$ cat src/rtl/mem_arb_pkg.sv
// Shared definitions for the unified-memory port arbiter: FSM encodings, port ids, counter sizing.
// Pure declarations; no logic, no latency, no backpressure.
// Imported by mem_arb_pick and mem_port_arbiter.
package mem_arb_pkg;

    typedef enum logic [1:0] {
        IDLE = 2'd0,
        BUSY = 2'd1,
        RESP = 2'd2
    } state_t;

    localparam logic PORT_IF = 1'b0;
    localparam logic PORT_D  = 1'b1;

    localparam int CNT_W = 4;

    // On a tie the port that did not win last time is served.
    function automatic logic tie_winner(input logic last_grant);
        return ~last_grant;
    endfunction

endpackage

$ cat src/rtl/mem_arb_pick.sv
// Combinational winner selection between fetch and data requests (MEM_PORT_ARB_RR_EN: round-robin ties).
// Zero latency: winner is a pure function of the requests and the round-robin pointer.
// No backpressure of its own; the FSM only consults it while idle.
module mem_arb_pick
    import mem_arb_pkg::*;
(
    input  logic if_req,
    input  logic d_req,
`ifdef MEM_PORT_ARB_RR_EN
    input  logic ptr,
`endif
    output logic any,
    output logic winner
);

    always_comb begin
        any    = if_req | d_req;
        winner = PORT_IF;
`ifdef MEM_PORT_ARB_RR_EN
        if (if_req && d_req) begin
            winner = tie_winner(ptr);
        end else if (d_req) begin
            winner = PORT_D;
        end
`else
        if (d_req) begin
            winner = PORT_D;
        end
`endif
    end

endmodule

$ cat src/rtl/mem_port_arbiter.sv
// Serialises fetch and load/store accesses onto one memory port (MEM_PORT_ARB_RR_EN: round-robin ties).
// Latency: strobes MEM_LAT cycles after the grant edge, then a one-cycle ack; one access per MEM_LAT+2 cycles.
// Backpressure: requesters hold req until ack; requests are only sampled while idle.
module mem_port_arbiter
    import mem_arb_pkg::*;
#(
    parameter int ADDR_W  = 32,
    parameter int DATA_W  = 32,
    parameter int MEM_LAT = 4
) (
    input  logic              clk,
    input  logic              reset,
    input  logic              if_req,
    input  logic [ADDR_W-1:0] if_addr,
    output logic              if_ack,
    input  logic              d_req,
    input  logic              d_we,
    input  logic [ADDR_W-1:0] d_addr,
    input  logic [DATA_W-1:0] d_wdata,
    output logic              d_ack,
    output logic [DATA_W-1:0] rdata,
    output logic              busy,
    output logic              owner,
    output logic              mem_read,
    output logic              mem_write,
    output logic [ADDR_W-1:0] mem_addr,
    output logic [DATA_W-1:0] mem_wdata,
    input  logic [DATA_W-1:0] mem_rdata
);

    localparam logic [CNT_W-1:0] LAT = CNT_W'(MEM_LAT);

    state_t           state;
    logic [CNT_W-1:0] cnt;
    logic             req_any;
    logic             win;

`ifdef MEM_PORT_ARB_RR_EN
    logic rr_ptr;
`endif

    mem_arb_pick u_pick (
        .if_req (if_req),
        .d_req  (d_req),
`ifdef MEM_PORT_ARB_RR_EN
        .ptr    (rr_ptr),
`endif
        .any    (req_any),
        .winner (win)
    );

    assign busy = (state != IDLE);

    always_ff @(posedge clk) begin
        if (reset) begin
            state     <= IDLE;
            cnt       <= '0;
            owner     <= PORT_IF;
            rdata     <= '0;
            if_ack    <= 1'b0;
            d_ack     <= 1'b0;
            mem_read  <= 1'b0;
            mem_write <= 1'b0;
            mem_addr  <= '0;
            mem_wdata <= '0;
`ifdef MEM_PORT_ARB_RR_EN
            rr_ptr    <= 1'b1;
`endif
        end else begin
            if_ack <= 1'b0;
            d_ack  <= 1'b0;
            case (state)
                IDLE: begin
                    if (req_any) begin
                        owner <= win;
                        cnt   <= LAT;
                        state <= BUSY;
                        if (win == PORT_D) begin
                            mem_addr  <= d_addr;
                            mem_wdata <= d_wdata;
                            mem_read  <= ~d_we;
                            mem_write <= d_we;
                        end else begin
                            mem_addr  <= if_addr;
                            mem_wdata <= '0;
                            mem_read  <= 1'b1;
                            mem_write <= 1'b0;
                        end
`ifdef MEM_PORT_ARB_RR_EN
                        rr_ptr <= win;
`endif
                    end
                end
                BUSY: begin
                    cnt <= cnt - 1'b1;
                    // Last strobe cycle: memory data is valid now, ack goes out next cycle.
                    if (cnt == CNT_W'(1)) begin
                        if (mem_read) begin
                            rdata <= mem_rdata;
                        end
                        mem_read  <= 1'b0;
                        mem_write <= 1'b0;
                        if_ack    <= (owner == PORT_IF);
                        d_ack     <= (owner == PORT_D);
                        state     <= RESP;
                    end
                end
                RESP: begin
                    state <= IDLE;
                end
                default: begin
                    state <= IDLE;
                end
            endcase
        end
    end

endmodule

$ cat config.mk
export PLATFORM = sky130hd
export DESIGN_NAME = mem_port_arbiter
export DESIGN_NICKNAME = d
export VERILOG_FILES = /design/src/rtl/mem_arb_pkg.sv /design/src/rtl/mem_arb_pick.sv /design/src/rtl/mem_port_arbiter.sv
export SDC_FILE = /design/constraint.sdc
export NUM_CORES = 1
export LEC_CHECK = 0
export BUFFER_PORTS_ARGS = -buffer_cell sky130_fd_sc_hd__buf_4
export CAP_MARGIN = 20
export CELL_PAD_IN_SITES_DETAIL_PLACEMENT = 1
export CELL_PAD_IN_SITES_GLOBAL_PLACEMENT = 2
export CORE_ASPECT_RATIO = 1.25
export CORE_MARGIN = 2
export CORE_UTILIZATION = 27
export CTS_BUF_LIST = sky130_fd_sc_hd__clkbuf_4 sky130_fd_sc_hd__clkbuf_8
export DETAILED_ROUTE_END_ITERATION = 10
export PLACE_DENSITY_LB_ADDON = 0.05
export REMOVE_ABC_BUFFERS = 1
export SLEW_MARGIN = 40
export SYNTH_ARGS = -nofsm -noshare
export SYNTH_HDL_FRONTEND = slang
export SYNTH_SLANG_ARGS = --single-unit
$ cat constraint.sdc
create_clock -name clk -period 5.1 [get_ports clk]
set_input_delay 0.51 -clock clk [delete_from_list [all_inputs] [get_ports clk]]
set_output_delay 0.51 -clock clk [all_outputs]
set_load 0.02 [all_outputs]
==> results, run 1 <==
- The run finished with clean final reports.
- During synthesis, Yosys emitted a total of 0 warnings.
- The post-detailed-route wirelength per cell is 15.8 µm.
- The die is 118 µm wide.
- Each instance of the synthesized netlist takes up on average 9.10 µm².
- The startpoint of the most critical register-to-register path is cnt[0]$_SDFFE_PP0P_.
- In the final design database the tool counted 822 nets.
- For this design the top-level I/O count stands at about 240.
- The worst-case IR drop observed on VDD is 0.134 mV.
- The buffer depth of the longest clock path is 2.
- The total number of vias is 4186.
- In the final layout, the share of cells above drive strength 1 is 38.3%.
- The number of placement rows is between 50 and 60.
- The post-synthesis instance area is ~4300 µm².
- The finished layout cell area is between 6000 and 7000 µm².
- The wire length of the first global-routing pass is 22100 µm.
- The chip height is 146 µm.
- The portion of the clock cycle consumed by the worst path in the final layout is 42.0%.
- The H-tree depth reported by CTS is 3.
- The worst hold-check path type is in -> reg.
- At the later pin of the worst-skew pair, clock insertion delay measures 0.39 ns.
- The startpoint type of the worst setup path is a flip-flop.
- The cell area after placement is 6220 µm².
- The half-perimeter wire length of the detailed placement result is between 9000 and 10000 µm.
- Entering global routing, the biggest net connects 75 pins.
- The count of buffers added by post-CTS timing repair for setup is 0.
- The setup slack of the worst register-to-register path is approximately 3.2 ns.
- By startpoint and endpoint, the worst setup path is classified as reg -> out.
- The count of maximum capacitance violations is 0.
- The total of flip-flops plus latches after synthesis is 107.
- Setup total negative slack on the finished layout was measured at 0 ns.
- For this run, asynchronously set or reset flops after synthesis account for 0%.
- The via count of the first global-routing pass is approximately 4400.
- In this run the clock root is driven by a clkbuf_8.
- The hold violation total from the final report is 0.
- The core footprint is 15700 µm².
- The highest clock frequency the design can meet is 0.467 GHz.
- The most repeated cell in the gate-level netlist after synthesis is dfxtp_1.
- In this run the tightest slew margin relative to its limit is between 50 and 60%.
- The biggest fanout along the worst timing path is 37.
- Among all stages on the critical path, the largest delay is contributed by dfxtp_1.
- The final setup skew is 0.0114 ns.
- For this run, the detailed router's first-pass iteration total came to 4.
- The number of antenna violations at the first check in global routing is 0.
- Clock-pin slew was measured on the worst setup and hold paths at approximately 0.1 ns.
- The die area is between 15000 and 20000 µm².
- The number of enable-type register cells in the synthesized netlist is 0.
- In this run, distinct cell masters in the synthesized netlist total 34.
- The number of max-slew violations in the final report is 0.
- The most frequently used flop master after synthesis is dfxtp_1.
- The largest single stage delay on the critical path is 0.46 ns.
- The total routing resource utilization after global routing is 16.1%.
- The final wirelength is 14200 µm.
- Port buffering added ~230 buffers.
- The total of fill cells in the finished design is between 1500 and 2000.
- Setup repair after global routing left no endpoint under its margin.
- The fraction of synthesized cell area taken by the top area cell type is between 40% and 50%.
- The count of antenna diodes in the layout is 0.
- At the end of routability-driven placement, the weighted congestion stood at 0.679.
- The number of clock buffers inserted by TritonCTS is 9.
- The endpoint identified for the worst register-to-register timing path is rdata[9]$_SDFFE_PP0P_.
- Counting every instance in the synthesized netlist gives 478.
- Following the worst setup path forward leads to its endpoint at busy.
- Counting cells, the worst reg-to-reg path comes to 5.
- For this design the static power due to leakage is between 2 and 3 nW.
- The number of clock sinks is 107.
- Setup violations remaining at the end of the flow were counted as 0.
- Sorting the synthesized cells by area gives the leading types as dfxtp_1 49%, mux2i_1 15%, nand2_1 8.5%, a21oi_1 7.8%, a211oi_1 5.5%.
- The critical path endpoint category is an output port.
- The post-cts gate resize count is 0.
- The critical path goes through nor2_2 -> inv_2 -> buf_4.
- Sorting the synthesized cells by how often they occur yields 107 x dfxtp_1, 99 x nand2_1, 68 x a21oi_1.
- At the worst endpoint, the required time is 4.59 ns.
- The library cell occupying the most area in the post-synthesis netlist is dfxtp_1.
- For the worst setup path, the data arrival time is 1.63 ns.
- TritonCTS built the clock tree.
- The share of the Yosys chip area taken by registers is between 40 and 50%.
- The starting utilization of the core area is between 20% and 30%.
- Relative to the synthesized area, the layout overhead comes to 48.4%.
- The routed via count divided by cell count is 4.63.
- The quantity of hold-fixing buffers added after cts is 0.
- After global routing the overflow that remains totals 0.
- The routed design could run at a clock period as short as approximately 2.1 ns.
- In this run the power density over the cells is 299 nW/µm².
- The launch point of the worst path is state[1]$_SDFFE_PP0P_.
- After detailed routing, the number of remaining DRC violations is 0.
- For the pin with the worst max-slew slack, the measured transition is approximately 0.65 ns.
- The count of nets left with antenna violations once routing finished came out at 0.
- The detailed router finished its first iteration with 163 violations.
## per-stage QoR
stage	setup WS, ns	power (mW)	instances	hold WS [ns]	utilization (%)
6_report	2.96	1.93	904	0.339	41.1
5_1_grt	2.86	2.04	904	0.329	41.1
4_1_cts	2.93	1.97	904	0.308	41.1
3_5_place_dp	2.76	1.36	888	0.451	39.6
3_3_place_gp	2.62	1.35	888	0.443	39.6
2_1_floorplan	2.20	1.13	437	0.475	-
## metal layers
| layer | global-route usage, % | up-vias | wire length (µm) |
|---|---|---|---|
| met3 | 4.98 | 19 | 1010 |
| met5 | 0 | - | 0 |
| met1 | 17.7 | 1959 | 5640 |
| met4 | 7.65 | 0 | 359 |
| met2 | 28.2 | 140 | 7230 |
| li1 | - | 2068 | - |
## flip-flops by register name, summed over array words and instances (netlist names)
register   flops
owner          1
state          2
mem_read       1
cnt            4
mem_write      1
rdata         32
if_ack         1
mem_addr      32
mem_wdata     32
d_ack          1
## layout by cell type, fill, tap and decap left out, types with 2 or more instances in the layout
cell       count
nor2_1         2
nor2_2         3
bufinv_16      2
inv_1          3
a21oi_1       68
nand2b_1       3
buf_4        238
nand2_1       99
mux2i_1       64
ha_1           2
o211ai_1       2
o21ai_0       33
clkbuf_8      11
a211oi_1      32
clkinv_2       3
dfxtp_1      107
## cell type report
type | instances | area (µm²) | area share [%]
Tap cell | 212 | 265 | 4.11
Inverter | 5 | 21.3 | 0.330
Sequential cell | 107 | 2140 | 33.2
Multi-Input combinational cell | 325 | 2000 | 31.0
Clock buffer | 11 | 151 | 2.35
Timing Repair Buffer | 239 | 1800 | 27.9
Clock inverter | 5 | 75.1 | 1.16
## kinds of logic after synthesis
| kind of cell | after synthesis | share of synthesized area, % |
|---|---|---|
| compound gates | 140 | 18.5 |
| simple gates | 117 | 11.4 |
| flops | 107 | 49.3 |
| mux | 65 | 15.0 |
| buf+inv | 46 | 5.04 |
| fa+ha+maj | 2 | 0.575 |
| xor+xnor | 1 | 0.201 |
## report_power, final
part / internal [mW] / total (mW) / switching, mW
registers: 0.889 / 0.920 / 0.0315
clock network: 0.301 / 0.598 / 0.296
logic: 0.188 / 0.412 / 0.224
total: 1.38 / 1.93 / 0.552
## worst min-delay path by stage
stage / from / to / cells after the start
final: d_we / mem_read$_SDFFE_PP0P_ / 2
after global routing: d_we / mem_read$_SDFFE_PP0P_ / 2
after CTS: d_we / mem_read$_SDFFE_PP0P_ / 2
after detailed placement: rdata[18]$_SDFFE_PP0P_ / rdata[18]$_SDFFE_PP0P_ / 2
after global placement: rdata[15]$_SDFFE_PP0P_ / rdata[15]$_SDFFE_PP0P_ / 2
after floorplan: cnt[1]$_SDFFE_PP0P_ / cnt[1]$_SDFFE_PP0P_ / 2
## worst max-delay path: cells and delay by family (launching register included)
family        cells  cell delay [ns]
flops             1             0.46
buf+inv           2             0.69
simple gates      1             0.09
(Power assumes the default switching activity.)
==> run 2, diff against run 1 <==
CORE_UTILIZATION = 23   (was 27)
clock period = 1.7 ns   (was 5.1 ns; I/O delays follow)
==> results, run 2 (synthesis gave the netlist of run 1 again) <==
- The count of antenna diodes in the layout is 0.
- For this block, the via count after detailed routing is 4252.
- The floorplan step set the die height to ~160 µm.
- The number of buffers inserted by port buffering is 234.
- The combinational share of power is 22.8%.
- The half-perimeter wire length of the detailed placement result is 10800 µm.
- Routability-driven placement finished with a final weighted congestion of 0.710.
- Before antenna repair, the detailed router went through 3 iterations.
- In the global route stage, overall resource usage came out at 14.8%.
- The worst path needs 1.70 ns of the cycle, external delays included.
- The highest-delay cell along the critical path is or3b_4.
- In this run, the number of DRC markers left after iteration 0 of detailed routing was 167.
- On the final layout, the worst clock skew is 0.0136 ns.
- Summing all placed instances gives a cell area of 6350 µm².
- The die covers 20000 µm².
- The DRC violation count after routing is 0.
- The clock-pin slew reported for the worst setup and hold paths after clock tree synthesis is approximately 0.10 ns.
- The via count of the first global-routing pass is roughly 4400.
- During I/O placement, the number of pins put on the boundary was 235.
- The routed design has 15300 µm of wire.
- The number of setup violations in the final report is 0.
- For this run the aggregate overflow at the end of global routing stands at 0.
- The area overhead of the layout relative to synthesis is 54.5%.
- In this design, the largest share of critical-path delay is due to simple AND/OR/NAND/NOR gates.
- In this run the core area contains between 50 and 60 standard-cell rows.
- The tool flagged a number of max-cap violations equal to 0.
- The starting utilization of the core area is around a quarter.
- VDD sags by at most 0.316 mV.
- In the final routed layout, each cell accounts on average for 16.3 µm.
- Walking the worst path, the cells encountered are inv_2 -> ha_4 -> or3b_4 -> nor3_4 -> buf_6 -> buf_12 -> mux2i_1.
- The buffer depth of the longest clock path is 2.
- The number of clock buffers inserted by TritonCTS is 9.
- The fraction of power consumed by the clock network is 29.2%.
- Data on the critical path is required at its endpoint by 2.00 ns.
- The biggest fanout along the worst timing path is 8.
- For this run, the top clock speed supported by timing is between 0.5 and 0.6 GHz.
- The first global-routing pass estimated ~23000 µm of wire.
- The clock net in this run drives a total of 107 sinks.
- The run finished with clean final reports.
- The antenna violation net count after detailed routing is 0.
- The internal power of the cells totals a little over 4 mW.
- Dividing the detail-routed via count by the number of cells gives 4.54.
- The leakage component of the power is 2.97 nW.
- Sequential cells account for 48.0% of the total power.
- The share of final-layout standard cells stronger than drive strength 1 is around 40%.
- The analysis attributes to net switching a power of 1.67 mW.
- In this run the worst hold path is classified as in -> reg.
- The number of max-slew violations in the final report came to 0.
- Net switching is 29.0% of the power.
- Entering global routing, the biggest net connects 65 pins.
- The number of buffer and inverter stages on the critical path is 3.
- Measured against its own limit, the worst slew margin works out to a little under three fifths.
- The floorplan step defined a core boundary enclosing around 19000 µm².
- Clock latency on the worst-skew pair, taken at its later pin, is between 0.3 and 0.4 ns.
- The largest registers in the layout are mem_addr x32, mem_wdata x32, rdata x32.
- The critical setup path kind is reg -> reg.
- The finished layout cell area is 6720 µm².
- The number of antenna violations at the first check in global routing is 0.
- The worst setup path is launched from a flip-flop.
- The H-tree depth reported by CTS is 3.
- On the worst path, the slowest cell contributes a delay of 0.39 ns.
- At the pin with the least slew margin, the transition time is 0.669 ns.
- The total power divided by cell area is 857 nW/µm².
- The portion of the clock cycle consumed by the worst path in the final layout is 99.9%.
- The layout net count is approximately 840.
- The hold violation total from the final report came to 0.
- Setup repair after global routing could not meet its margin everywhere.
- The CTS tree is done.
- The die is 127 µm wide.
- The critical path endpoint category is a flip-flop.
- The root cell of the clock tree is clkbuf_8.
- Leaving out fill and tap cells, the most frequent cells in the layout are 242 x buf_4, 103 x dfxtp_1, 99 x nand2_1.
- Data arrives at the worst endpoint at roughly 2.0 ns.
- The end-of-flow core utilization is 36.0%.
- The most frequent standard cell in the layout excluding fill and tap cells is buf_4.
run 2: layout make-up:
type,instances,area (µm²)
Sequential cell,107,2150
Clock inverter,3,46.3
Multi-Input combinational cell,325,2020
Inverter,5,21.3
Tap cell,232,290
Clock buffer,12,165
Fill cell,2189,11900
Timing Repair Buffer,253,2030
run 2: path summary, 6_finish.rpt:
kind | cells past startpoint | to | startpoint | slack, ns
setup / recovery | 7 | rdata[0]$_SDFFE_PP0P_ | cnt[1]$_SDFFE_PP0P_ | 0.002
hold reg to reg | 2 | rdata[24]$_SDFFE_PP0P_ | rdata[24]$_SDFFE_PP0P_ | 0.46
hold / removal | 3 | mem_wdata[22]$_SDFFE_PP0P_ | d_wdata[22] | 0.03
setup reg to reg | 7 | rdata[0]$_SDFFE_PP0P_ | cnt[1]$_SDFFE_PP0P_ | 0.002
run 2: power by group through the flow:
stage                     combinational, mW  clock [mW]  sequential [mW]
after detailed placement               1.32           0             2.82
after CTS                              1.34        1.79             2.76
after floorplan                       0.399           0             2.98
after global routing                   1.44        1.89             2.79
final                                  1.31        1.68             2.76
after global placement                 1.30           0             2.81
run 2: routing by layer:
layer | global-route usage [%] | up-vias | wire (µm)
met5 | 0 | - | 0
met4 | 5.86 | 0 | 283
met3 | 4.53 | 15 | 1140
met2 | 26.4 | 137 | 7970
met1 | 16.4 | 2000 | 5900
li1 | - | 2100 | -
run 2: tightest hold or removal path, cell delays in order:
cell and delay (ns):
buf_4 0.11, nand2_1 0.04, a21oi_1 0.05
run 2: through the flow:
| step | hold slack (ns) | std cells | setup WS (ns) | total power, mW | TNS [ns] |
|---|---|---|---|---|---|
| floorplan | 0.239 | 437 | -1.20 | 3.38 | -66.40 |
| global placement | 0.381 | 914 | 0.0291 | 4.11 | 0 |
| detailed placement | 0.387 | 914 | -0.0836 | 4.13 | -1.06 |
| CTS | 0.00296 | 935 | -0.0462 | 5.89 | -0.736 |
| global route | 0.00885 | 937 | -0.0763 | 6.11 | -1.51 |
| finish | 0.0341 | 937 | 0.00162 | 5.75 | 0 |
run 2: timing repair:
action,CTS,global route
resized for setup,6,8
endpoints found under the setup margin,33,33
cloned,2,1
hold buffers,1,0
hold endpoints to repair,1,0
setup buffers,3,1
pin swaps,0,1
==> run 3, diff against run 2 <==
CORE_UTILIZATION = 27   (was 23)
clock period = 2 ns   (was 1.7 ns; I/O delays follow)
==> results, run 3 (synthesis gave the netlist of run 1 again) <==
- The flow ran to the end, and the final reports show no timing, DRC or antenna violations.
- The worst hold-check path type is in -> reg.
- Relative to the synthesized area, the layout overhead comes to 49.6%.
- The worst register-to-register path ends at rdata[23]$_SDFFE_PP0P_.
- The endpoint required time on the critical path is ~1.8 ns.
- The number of antenna violations at the first check in global routing is 0.
- Combinational logic is responsible for around 23% of the overall power.
- roughly 240 I/O pins were placed.
- Along the worst hold path, the cell count comes to 3.
- The total power divided by cell area is 717 nW/µm².
- The worst endpoint data arrival time is 1.60 ns.
- The number of clock buffers inserted by TritonCTS is 9.
- For the worst flop-to-flop path, the logic depth is 6.
- The core footprint is 15700 µm².
- The launch point of the worst path is state[1]$_SDFFE_PP0P_.
- The slew at the pin closest to its max-slew limit is ~0.81 ns.
- For this block, the initial DRC count from the detailed router was approximately 160.
- The clock network burns between 20% and 30% of the power.
- The final critical path takes up 90.0% of the cycle.
- Counting tap cells, the placed design contains a total of 893 instances.
- The timing endpoint of the critical path is busy.
- The count of antenna diodes in the layout is 0.
- The startpoint identified for the worst register-to-register timing path is cnt[1]$_SDFFE_PP0P_.
- The analysis attributes to cell leakage a power of 2.90 nW.
- The die area is 17100 µm².
- Before CTS, the worst setup slack after placement is roughly 0.23 ns.
- The time the worst path needs with I/O delays and setup is 1.80 ns.
- The final setup skew is 0.00860 ns.
- The weighted congestion reported at the end of routability-driven placement is between 0.6 and 0.7.
- The number of placement rows is 51.
- The number of buffers inserted by port buffering is 234.
- The die extent in x is 118 µm.
- The chip height is 146 µm.
- In this run the tightest slew margin relative to its limit is a little under half.
- The share of final-layout standard cells stronger than drive strength 1 is 38.7%.
- STA classifies the critical path endpoint as an output port.
- At the later pin of the worst-skew pair, clock insertion delay measures between 0.3 and 0.4 ns.
- The CTS tree is done.
- The total net switching power is 1.40 mW.
- Along the worst path, the maximum fanout reaches 25.
- The H-tree was split into 3 levels.
- The post-cts gate resize count is 0.
- The worst setup path is launched from a flip-flop.
- The DRC violation count after routing is 0.
- The design draws around 4.7 mW.
- The hold violation total from the final report came to 0.
- Global routing consumed, over all layers together, 16.1% of the routing resources.
- After detailed routing, the average wire length per cell comes to 15.6 µm.
- The slack of the critical path is 0.200 ns.
- The number of standard cells in the layout, taps in and fillers out is a little over 900.
- The routed via count divided by cell count is between 4 and 5.
- The internal power contribution is 3.27 mW.
- In this run, flip-flops and latches consume 50.3% of the power.
- In this run the remaining antenna-violating nets after routing total 0.
- Across the run, the number of max-cap violations was 0.
- For this design, the sink count on the clock tree is 107.
- The first detailed-routing pass ran for 4 iterations.
- In this run the register-to-register setup slack is 0.24 ns.
- Derived from the worst setup path, the maximum achievable clock frequency is 0.556 GHz.
- After legalization and detailed placement, the total HPWL measured between 10000 and 15000 µm.
- The total number of vias is about 4200.
- The final layout contains 828 nets.
- Net switching is 29.9% of the power.
- The number of setup violations in the final report is 0.
- The largest registers in the layout are mem_addr x32, mem_wdata x32, rdata x32.
- In this run the clock root is driven by a clkbuf_8.
- The buffer depth of the longest clock path is 2.
- The library cell used most frequently in the layout, excluding fill and tap cells, is buf_4.
- The number of max-slew violations in the final report is 0.
- The total congestion overflow is 0.
- The final wirelength is 14200 µm.
- Once the floorplan was initialized, standard cells occupied between 20 and 30% of the core.
- The via count of the first global-routing pass is 4336.
- The critical path is of the reg -> out type.
- The clock-pin slew reported for the worst setup and hold paths after clock tree synthesis is 0.10 ns.
- Entering global routing, the biggest net connects 74 pins.
- The first global-routing pass estimated roughly 22000 µm of wire.
- Setup repair after global routing left no endpoint under its margin.
- The maximum vdd ir drop is 0.321 mV.
- The top cell types in the final layout, fill and taps aside, are 239 x buf_4, 107 x dfxtp_1, 99 x nand2_1.
[run 3: timing repair]
action / in CTS / in global routing
buffers inserted: 0 / 0
endpoints found under the hold margin: 1 / 0
hold buffers: 1 / 0
[run 3: area by class of cell]
| type | count | area [µm²] |
|---|---|---|
| Fill cell | 1894 | 9200 |
| Sequential cell | 107 | 2140 |
| Multi-Input combinational cell | 325 | 2000 |
| Timing Repair Buffer | 245 | 1900 |
| Tap cell | 212 | 265 |
| Clock buffer | 12 | 146 |
| Clock inverter | 4 | 27.5 |
| Inverter | 5 | 18.8 |
[run 3: power groups by stage]
stage | Clock (mW) | Combinational (mW) | Sequential (mW)
5_1_grt | 1.41 | 1.17 | 2.37
4_1_cts | 1.32 | 1.10 | 2.35
2_1_floorplan | 0 | 0.339 | 2.53
6_report | 1.24 | 1.08 | 2.34
3_5_place_dp | 0 | 1.10 | 2.39
3_3_place_gp | 0 | 1.08 | 2.39
[run 3: stage by stage]
| step | cell area [µm²] | utilization (%) | hold slack, ns | TNS [ns] |
|---|---|---|---|---|
| floorplan | 4150 | - | 0.269 | -40.85 |
| detailed placement | 6320 | 40.3 | 0.416 | 0 |
| global placement | 6320 | 40.3 | 0.414 | 0 |
| CTS | 6500 | 41.4 | 0.0303 | 0 |
| global route | 6500 | 41.4 | 0.0409 | 0 |
| finish | 6500 | 41.4 | 0.0611 | 0 |
[run 3: worst min path at each step]
stage / from / to / slack, ns
5_1_grt: d_wdata[23] / mem_wdata[23]$_SDFFE_PP0P_ / 0.04
3_3_place_gp: d_we / mem_read$_SDFFE_PP0P_ / 0.41
2_1_floorplan: reset / cnt[0]$_SDFFE_PP0P_ / 0.27
6_report: mem_rdata[20] / rdata[20]$_SDFFE_PP0P_ / 0.06
3_5_place_dp: d_we / mem_read$_SDFFE_PP0P_ / 0.42
4_1_cts: mem_rdata[20] / rdata[20]$_SDFFE_PP0P_ / 0.03
[run 3: worst max-delay path: stages, from the launching register on]
cell     delay (ns)
dfxtp_1        0.46
nor2_2         0.08
inv_2          0.18
buf_4          0.30
buf_4          0.19
[run 3: metal layers]
metal  vias up  share of wire (%)  GRT usage [%]
met5         -                  0              0
met2       127                 51           28.2
li1       2094                  -              -
met4         0                1.1           5.06
met1      1955                 40           18.0
met3        12                7.9           6.07
